**src/rtl/ascii_pkg.sv**
```systemverilog
// Shared ASCII constants and the output-buffer occupancy states for the
// lower-case stream converter.
package ascii_pkg;

   localparam logic [7:0] ASCII_UC_A     = 8'h41;
   localparam logic [7:0] ASCII_UC_Z     = 8'h5A;
   localparam int         ASCII_CASE_BIT = 5;

   typedef enum logic [1:0] {
      EMPTY = 2'd0,
      ONE   = 2'd1,
      FULL  = 2'd2
   } buf_state_e;

endpackage

```
**src/rtl/ascii_case_detect.sv**
```systemverilog
// Combinational upper-case detector: flags 'A'..'Z' and produces the byte
// with the case bit set; any other byte passes through untouched.
module ascii_case_detect
   import ascii_pkg::*;
(
   input  logic [7:0] data_i,
   output logic       is_upper_o,
   output logic [7:0] lower_o
);

   // Bytes with bit 7 set fall outside the range, so they are never converted.
   assign is_upper_o = (data_i >= ASCII_UC_A) && (data_i <= ASCII_UC_Z);
   assign lower_o    = is_upper_o ? (data_i | (8'h01 << ASCII_CASE_BIT)) : data_i;

endmodule

```
**src/rtl/to_lower_stream.sv**
```systemverilog
// Streaming ASCII lower-caser with a two-entry registered output buffer and
// saturating byte / conversion counters.
//
// Handshake: a transfer happens on a rising edge where valid && ready are both
// high; valid never waits on ready, and payload is held while valid && !ready.
module to_lower_stream
   import ascii_pkg::*;
#(
   parameter int CNT_W = 16
) (
   input  logic             clk,
   input  logic             rst,
   input  logic             in_valid,
   output logic             in_ready,
   input  logic [7:0]       in_data,
   input  logic             in_last,
   output logic             out_valid,
   input  logic             out_ready,
   output logic [7:0]       out_data,
   output logic             out_last,
   output logic             out_conv,
   input  logic             clear_counts,
   output logic [CNT_W-1:0] byte_count,
   output logic [CNT_W-1:0] conv_count
);

   localparam logic [CNT_W-1:0] CNT_MAX = '1;
   localparam logic [CNT_W-1:0] CNT_ONE = {{(CNT_W-1){1'b0}}, 1'b1};

   logic       det_upper;
   logic [7:0] det_lower;

   ascii_case_detect u_det (
      .data_i     (in_data),
      .is_upper_o (det_upper),
      .lower_o    (det_lower)
   );

   buf_state_e       state_q, state_d;
   logic             in_ready_q, in_ready_d;
   logic [7:0]       head_data_q, head_data_d;
   logic             head_last_q, head_last_d;
   logic             head_conv_q, head_conv_d;
   logic [7:0]       tail_data_q, tail_data_d;
   logic             tail_last_q, tail_last_d;
   logic             tail_conv_q, tail_conv_d;
   logic [CNT_W-1:0] byte_count_q, byte_count_d;
   logic [CNT_W-1:0] conv_count_q, conv_count_d;

   logic             in_acc;
   logic             out_acc;
   logic [CNT_W-1:0] byte_base;
   logic [CNT_W-1:0] conv_base;

   assign in_acc  = in_valid && in_ready_q;
   assign out_acc = (state_q != EMPTY) && out_ready;

   // The head entry drives the outputs directly; the tail only fills when the
   // sink stalls with one byte already waiting.
   always_comb begin
      state_d     = state_q;
      head_data_d = head_data_q;
      head_last_d = head_last_q;
      head_conv_d = head_conv_q;
      tail_data_d = tail_data_q;
      tail_last_d = tail_last_q;
      tail_conv_d = tail_conv_q;
      case (state_q)
         EMPTY: begin
            if (in_acc) begin
               head_data_d = det_lower;
               head_last_d = in_last;
               head_conv_d = det_upper;
               state_d     = ONE;
            end
         end
         ONE: begin
            if (in_acc && out_acc) begin
               head_data_d = det_lower;
               head_last_d = in_last;
               head_conv_d = det_upper;
            end else if (in_acc) begin
               tail_data_d = det_lower;
               tail_last_d = in_last;
               tail_conv_d = det_upper;
               state_d     = FULL;
            end else if (out_acc) begin
               state_d = EMPTY;
            end
         end
         FULL: begin
            if (out_acc) begin
               head_data_d = tail_data_q;
               head_last_d = tail_last_q;
               head_conv_d = tail_conv_q;
               state_d     = ONE;
            end
         end
         default: state_d = EMPTY;
      endcase
      in_ready_d = (state_d != FULL);
   end

   // A clear coinciding with an accept restarts the count from zero and still
   // counts the accepted byte.
   always_comb begin
      byte_base    = clear_counts ? '0 : byte_count_q;
      conv_base    = clear_counts ? '0 : conv_count_q;
      byte_count_d = byte_base;
      conv_count_d = conv_base;
      if (in_acc && (byte_base != CNT_MAX)) byte_count_d = byte_base + CNT_ONE;
      if (in_acc && det_upper && (conv_base != CNT_MAX)) conv_count_d = conv_base + CNT_ONE;
   end

   always_ff @(posedge clk) begin
      if (rst) begin
         state_q      <= EMPTY;
         in_ready_q   <= 1'b0;
         head_data_q  <= 8'h00;
         head_last_q  <= 1'b0;
         head_conv_q  <= 1'b0;
         tail_data_q  <= 8'h00;
         tail_last_q  <= 1'b0;
         tail_conv_q  <= 1'b0;
         byte_count_q <= '0;
         conv_count_q <= '0;
      end else begin
         state_q      <= state_d;
         in_ready_q   <= in_ready_d;
         head_data_q  <= head_data_d;
         head_last_q  <= head_last_d;
         head_conv_q  <= head_conv_d;
         tail_data_q  <= tail_data_d;
         tail_last_q  <= tail_last_d;
         tail_conv_q  <= tail_conv_d;
         byte_count_q <= byte_count_d;
         conv_count_q <= conv_count_d;
      end
   end

   assign in_ready   = in_ready_q;
   assign out_valid  = (state_q != EMPTY);
   assign out_data   = head_data_q;
   assign out_last   = head_last_q;
   assign out_conv   = head_conv_q;
   assign byte_count = byte_count_q;
   assign conv_count = conv_count_q;

endmodule

```
**config.mk**
```make
export PLATFORM = sky130hd
export DESIGN_NAME = to_lower_stream
export DESIGN_NICKNAME = d
export VERILOG_FILES = /design/src/rtl/ascii_pkg.sv /design/src/rtl/ascii_case_detect.sv /design/src/rtl/to_lower_stream.sv
export SDC_FILE = /design/constraint.sdc
export NUM_CORES = 1
export LEC_CHECK = 0
export ABC_CLOCK_PERIOD_IN_PS = 2750
export BUFFER_PORTS_ARGS = -buffer_cell sky130_fd_sc_hd__buf_2
export CAP_MARGIN = 10
export CORE_ASPECT_RATIO = 1.4
export CORE_MARGIN = 2
export CORE_UTILIZATION = 54
export CTS_CLUSTER_DIAMETER = 80
export DETAILED_ROUTE_END_ITERATION = 16
export HOLD_SLACK_MARGIN = 0.06
export PLACE_DENSITY = 0.87
export SLEW_MARGIN = 30
export SYNTH_ARGS = -nofsm -noshare
export SYNTH_HDL_FRONTEND = slang
export SYNTH_SLANG_ARGS = --single-unit
```
**constraint.sdc**
```tcl
create_clock -name clk -period 2.75 [get_ports clk]
set_clock_uncertainty 0.1 [all_clocks]
set_input_delay 0.4125 -clock clk [delete_from_list [all_inputs] [get_ports clk]]
set_output_delay 0.4125 -clock clk [all_outputs]
set_load 0.01 [all_outputs]
```
==> results of run 1 <==
power by group:
part           internal, mW  switching [mW]
logic                0.0425          0.0684
clock network         0.180           0.268
registers             0.812         0.00991
total                  1.03           0.347
worst min-delay path by stage:
stage | depth (start not counted) | endpoint
floorplan | 2 | tail_conv_q$_SDFFE_PP0P_
global placement | 2 | tail_conv_q$_SDFFE_PP0P_
detailed placement | 2 | tail_data_q[0]$_SDFFE_PP0P_
CTS | 3 | tail_last_q$_SDFFE_PP0P_
global route | 3 | tail_last_q$_SDFFE_PP0P_
finish | 3 | tail_last_q$_SDFFE_PP0P_
flip-flops by register name, summed over array words and instances, names as in the netlist:
signal,count
out_data,8
conv_count,16
byte_count,16
out_conv,1
tail_conv_q,1
tail_last_q,1
tail_data_q,8
out_last,1
in_ready,1
state_q,2
cells in the mapped netlist, drive strengths merged:
| master | instances |
|---|---|
| a21o | 1 |
| a21oi | 20 |
| a311oi | 10 |
| and2 | 5 |
| and2b | 1 |
| and3 | 9 |
| and3b | 1 |
| and4 | 3 |
| and4b | 1 |
| buf | 7 |
| clkbuf | 8 |
| dfxtp | 55 |
| ha | 2 |
| inv | 2 |
| mux2i | 1 |
| nand2 | 59 |
| nand2b | 9 |
| nand3 | 10 |
| nand3b | 1 |
| nand4 | 10 |
| nand4b | 2 |
| nor2 | 41 |
| nor2b | 11 |
| nor3 | 7 |
| o2111ai | 1 |
| o211ai | 1 |
| o21ai | 7 |
| o22a | 1 |
| o22ai | 1 |
| o311a | 1 |
| o32ai | 1 |
| or2 | 3 |
| or3 | 6 |
| or4 | 2 |
| xnor2 | 14 |
| xor2 | 9 |
cells by family after synthesis:
group	after synthesis	share of synthesized area (%)
fa+ha+maj	2	0.948
simple gates	181	35.4
mux	1	0.379
xor+xnor	23	7.63
buf+inv	17	3.08
flops	55	41.7
compound gates	44	10.9
worst max-delay path: cells and delay by family (launching register included):
family / cells / cell delay, ns
and+or+nand+nor: 4 / 1.50
DFF: 1 / 0.37
AOI/OAI and AO/OA: 1 / 0.13
layout make-up:
cell class | count | area [um2]
Sequential cell | 55 | 1100
Multi-Input combinational cell | 251 | 1460
Inverter | 2 | 7.51
Clock buffer | 5 | 68.8
Tap cell | 64 | 80.1
Fill cell | 451 | 1730
Clock inverter | 3 | 18.8
Timing Repair Buffer | 59 | 300
layout by cell type (no fill, tap or decap), types with 3 or more instances in the layout:
master    Yosys  routed
a311oi_1     10      10
and4_1        3       3
dfxtp_1      55      55
nand4_1       8       8
nand3_1       9       9
a21oi_1      20      20
nor3_1        6       6
xor2_1        9       9
and2_1        5       5
nand2_1      58      58
buf_2         2      57
nor2_1       41      41
nor2b_1      11      11
nand2b_1      9       9
clkbuf_8      0       5
o21ai_0       7       7
and3_1        9       9
xnor2_1      14      14
or3_1         6       6
per-layer routing:
layer,vias to the layer above,track usage (%)
met5,-,0
met4,0,6.46
met3,4,3.51
met2,60,41.8
met1,1139,25.0
li1,1212,-
metrics by stage:
step           total power [mW]  setup slack, ns
6_report                   1.38            0.587
5_1_grt                    1.43            0.405
4_1_cts                    1.39            0.575
3_5_place_dp              0.952            0.314
3_3_place_gp              0.948            0.415
2_1_floorplan             0.910            0.599
==> run metrics, run 1 <==
critical path fanouts, max 12; Crit Path Class reg2reg; worst skew pair latency between 0.3 and 0.4 ns; RR Startpoint in_ready$_SDFF_PP0_; Area after DPL between 2000 and 3000 um2; Metal-1 WL approximately 2500 um; Overflow after GRT 0; fin area a little over 3000 um2; Initial Util 55.4%; Synth area leaders dfxtp_1 (42%), nand2_1 (8.3%), nor2_1 (5.8%); status complete, no violations; vias per cell 5.50; final net count 390; RSZ-0062 raised after global routing false; Synth area leader dfxtp_1; Final period util 78.7%; Hold Path Class in2reg; CTS tree built; # IOs slightly below 60; Reg2Reg Setup Slack a little under 0.6 ns; Worst slew margin 53.0%; DRT antenna net count 0; worst-path cell chain nand2_1 > nor3_2 > nand4_1 > or3_1 > a21oi_1; Reg2Reg Depth 5; Clock Pin Slew Worst Setup and Hold Paths 0.10 ns; max-cap violation count 0; Leak between 1 and 1.5 nW; CP Data Required Time around 2.9 ns; yosys warns 0; Area Growth Syn to Fin 14.9%; hold buffer count at CTS 0; die outline height ~87 um; Fin Setup TNS 0 ns; Fin Hold WS roughly 0.25 ns; Total GRT Usage 22.0%; Worst Max-Slew Pin Slew about 0.70 ns; setup bufs post-CTS 0; largest net degree at the start of global routing 41; CP Launch Type flip-flop; beginning of the worst hold path in_last; Critical R2R Capture conv_count[13]$_SDFF_PP0_; first drt pass iteration count 4; Max Clk Rate 462 MHz; VDD IR-drop max 0.344 mV; Yosys reg bits between 50 and 60; # DRC 0; Clock Sinks 55; Setup crit end conv_count[13]$_SDFF_PP0_; Yosys top cell area share 41.7%; area of the die between 5000 and 6000 um2; Syn Nets approximately 340; CP Capture Type flip-flop; sequential element share of the synthesized area a little over two fifths; CP max stage delay roughly 0.64 ns; CTS resizes 0; Yosys cell types 45; Inserted Clock Buffers 5; Critical Path AT 2.31 ns; Post-Syn Area between 2000 and 3000 um2; initial DRC count 143; Detail Placement HPWL roughly 4200 um; Post-Layout Cell Count between 400 and 500; routed wl met2 3060 um; H-tree depth 2; # setup viols final 0; Crit-path slowest cell nor3_2; root buf cell clkbuf_8; Final Util around 64%; Worst setup startpoint in_ready$_SDFF_PP0_; number of global-route vias before repair between 2000 and 2500; global-route wire length before repair just under 10000 um; initial antenna violation count 0; min Tclk post-route ~2.2 ns; Avg WL per Cell 13.3 um; n_diodes 0; placed cell count between 400 and 500; row count 30; power per cell area 455 nW/um2; die width 63.1 um; Vias around 2400; PortBufs 57; Core ar. ~4800 um2; Final Hold Viols 0; layout cells sized above 1 20.3%; cell count after synthesis 323; synthesized area per cell between 8 and 9 um2; CTS Buffer Depth 2; DR top layer met4; final wirelength about 5800 um; fin. max-slew vios 0; routed wl met3 261 um; Final Wtd Congestion roughly 0.86
Note: power is estimated with default switching activity, not from simulation.
==> run 2, diff against run 1 <==
--- a/config.mk
+++ b/config.mk
@@ -5,16 +5,16 @@
 export SDC_FILE = /design/constraint.sdc
 export NUM_CORES = 1
 export LEC_CHECK = 0
-export ABC_CLOCK_PERIOD_IN_PS = 2750
+export ABC_CLOCK_PERIOD_IN_PS = 1800
 export BUFFER_PORTS_ARGS = -buffer_cell sky130_fd_sc_hd__buf_2
 export CAP_MARGIN = 10
 export CORE_ASPECT_RATIO = 1.4
 export CORE_MARGIN = 2
-export CORE_UTILIZATION = 54
+export CORE_UTILIZATION = 49
 export CTS_CLUSTER_DIAMETER = 80
 export DETAILED_ROUTE_END_ITERATION = 16
 export HOLD_SLACK_MARGIN = 0.06
-export PLACE_DENSITY = 0.87
+export PLACE_DENSITY = 0.84
 export SLEW_MARGIN = 30
 export SYNTH_ARGS = -nofsm -noshare
 export SYNTH_HDL_FRONTEND = slang
==> constraint.sdc (replaced) <==
create_clock -name clk -period 1.8 [get_ports clk]
set_clock_uncertainty 0.1 [all_clocks]
set_input_delay 0.27 -clock clk [delete_from_list [all_inputs] [get_ports clk]]
set_output_delay 0.27 -clock clk [all_outputs]
set_load 0.01 [all_outputs]
==> run metrics, run 2 (synthesis gave the netlist of run 1 again) <==
VDD IR-drop max 0.586 mV (was 0.344 mV); dpl ws -0.219 ns (was 0.314 ns); failing checks setup timing; min Tclk post-route 1.86 ns (was 2.16 ns); most frequent cells in the layout buf_4 (59), nand2_1 (57), buf_2 (57) (was nand2_1 (58), buf_2 (57), dfxtp_1 (55)); layout cells sized above 1 37.6% (was 20.3%); fin. max-slew vios 0 (unchanged); largest net degree at the start of global routing 41 (unchanged); max-cap violation count 0 (unchanged); Leak 1.63 nW (was 1.29 nW); Filler cells 413 (was 451); beginning of the worst hold path in_last (unchanged); Max Clk Rate 539 MHz (was 462 MHz); RR Startpoint byte_count[0]$_SDFF_PP0_ (was in_ready$_SDFF_PP0_); Crit Path Class reg2reg (unchanged); die outline height 90.8 um (was 86.7 um); most common cell after layout, fill and taps aside buf_4 (was nand2_1); row count 31 (was 30); CP Capture Type flip-flop (unchanged); Reg area 1110 um2 (was 1100 um2); routed wl met3 392 um (was 261 um); setup ws final -0.0561 ns (was 0.587 ns); multi-input gate area in the final layout 1600 um2 (was 1460 um2); Logic pwr share 9.5% (was 8.0%); placed cell count 489 (was 431); area of the die 6000 um2 (was 5470 um2); CP Launch Type flip-flop (unchanged); number of global-route vias before repair 2635 (was 2234); H-tree depth 2 (unchanged); Worst slew margin 72.5% (was 53.0%); n_diodes 0 (unchanged); global-route wire length before repair 11500 um (was 9810 um); Hold Path Class in2reg (unchanged); Worst Hold Depth 3 (unchanged); Metal-1 WL 2870 um (was 2450 um); Area Growth Syn to Fin 39.2% (was 14.9%); power share of the clock group 36.7% (was 32.5%); RSZ-0062 raised after global routing true (was false); worst skew pair latency 0.31 ns (about the same); final net count 449 (was 390); Clock Pin Slew Worst Setup and Hold Paths 0.10 ns (about the same); Initial Util 50.8% (was 55.4%); initial DRC count 180 (was 143); CTS Buffer Depth 2 (unchanged); Reg2Reg Setup Slack -0.06 ns (was 0.59 ns); power per cell area 634 nW/um2 (was 455 nW/um2); die width 66.0 um (was 63.1 um); Final Wtd Congestion 0.805 (was 0.863); final wirelength 7400 um (was 5820 um); status complete, but fails checks (was complete, no violations); Core ar. 5200 um2 (was 4770 um2); Critical R2R Capture byte_count[4]$_SDFF_PP0_ (was conv_count[13]$_SDFF_PP0_); Inserted Clock Buffers 5 (unchanged); Avg WL per Cell 14.8 um (was 13.3 um); vias per cell 5.53 (was 5.50); Crit-path slowest cell o311a_4 (was nor3_2); Internal Power 1.79 mW (was 1.03 mW); Overflow after GRT 0 (unchanged); # setup viols final 1 (was 0); worst-path cell chain nor2b_4 > ha_4 > nand4_4 > o311a_4 > nand4_1 > xor2_1 > nor2_1 (was nand2_1 > nor3_2 > nand4_1 > or3_1 > a21oi_1); CP max stage delay 0.43 ns (was 0.64 ns); Total GRT Usage 23.8% (was 22.0%); PortBufs 57 (unchanged); Post-Layout Cell Count 500 (was 439); Reg2Reg Depth 7 (was 5); # DRC 0 (unchanged); fin area 3670 um2 (was 3030 um2); Worst Max-Slew Pin Slew 0.412 ns (was 0.702 ns); critical path fanouts, max 8 (was 12); Area after DPL 3390 um2 (was 2950 um2); first drt pass iteration count 4 (unchanged); Final period util 103% (was 78.7%); DR top layer met4 (unchanged); root buf cell clkbuf_8 (unchanged); WHS Endpoint tail_last_q$_SDFFE_PP0P_ (unchanged); Clock Sinks 55 (unchanged); # IOs 58 (unchanged); DRT antenna net count 0 (unchanged); Vias 2766 (was 2415); Detail Placement HPWL 5110 um (was 4150 um); routed wl met2 4010 um (was 3060 um); CTS tree built (unchanged); CP Data Required Time 1.90 ns (was 2.89 ns); initial antenna violation count 0 (unchanged); Net Sw Power 0.542 mW (was 0.347 mW); Switching Share 23.2% (was 25.1%); Flop pwr share 53.9% (was 59.5%); Critical Path AT 1.96 ns (was 2.31 ns); Final Hold Viols 0 (unchanged)
-- run 2: cell types whose count changed in the layout (fill, tap and decap cells not counted), sizes merged --
cell    previous run  this run
inv                3         2
clkinv             2         1
clkbuf             5         6
bufinv             0         1
buf               59       118
-- run 2: critical path: cells and delay by family, from the launching register on --
family / cells / cell delay, ns
AO/OA/AOI/OAI: 1 / 0.43
XOR/XNOR: 1 / 0.19
adder cells (fa/ha/maj): 1 / 0.16
flip-flops: 1 / 0.35
AND/OR/NAND/NOR: 4 / 0.52
-- run 2: how the worst max path moves through the flow --
stage                             start  depth (start not counted)  slack (ns)                        end
2_1_floorplan              clear_counts                         10       -0.11   byte_count[3]$_SDFF_PP0_
3_3_place_gp                 in_data[0]                          9       -0.14   conv_count[8]$_SDFF_PP0_
3_5_place_dp               clear_counts                          8       -0.22  conv_count[10]$_SDFF_PP0_
4_1_cts        conv_count[0]$_SDFF_PP0_                          7       -0.02  conv_count[10]$_SDFF_PP0_
5_1_grt        byte_count[0]$_SDFF_PP0_                          7       -0.09   byte_count[4]$_SDFF_PP0_
6_report       byte_count[0]$_SDFF_PP0_                          7       -0.06   byte_count[4]$_SDFF_PP0_
-- run 2: power groups by stage --
stage | combinational [mW] | sequential, mW | clock, mW
finish | 0.220 | 1.26 | 0.854
global placement | 0.201 | 1.28 | 0
CTS | 0.211 | 1.25 | 0.859
global route | 0.240 | 1.26 | 0.909
floorplan | 0.104 | 1.29 | 0
detailed placement | 0.206 | 1.28 | 0
-- run 2: stage by stage --
step	power (mW)	setup TNS [ns]	hold slack, ns	utilization [%]
after global routing	2.41	-0.442	0.114	70.7
final	2.33	-0.0561	0.104	70.7
after CTS	2.33	-0.0418	0.0964	68.3
after floorplan	1.40	-0.654	0.297	-
after detailed placement	1.49	-3.31	0.347	65.3
after global placement	1.48	-2.04	0.342	65.3
-- run 2: per-layer routing --
metal  vias to the layer above  global-route usage, %
met5                         -                      0
met4                         0                   9.35
met3                        15                   3.24
met2                        94                   43.9
met1                      1330                   26.6
li1                       1327                      -
-- run 2: cell type report --
type	instances	share of cell area, %
tap	66	2.25
clock buffer	6	2.25
multi-input combinational	251	43.5
inverter	2	0.204
timing repair buffer	118	20.7
clock inverter	2	0.954
sequential	55	30.2
-- run 2: timing repair --
item | in CTS | in global routing
pin swaps | 1 | 10
cloned | 0 | 0
resized for setup | 7 | 29
setup buffers | 1 | 2
hold buffers | 0 | 0
endpoints found under the hold margin | 0 | 0
endpoints found under the setup margin | 13 | 28
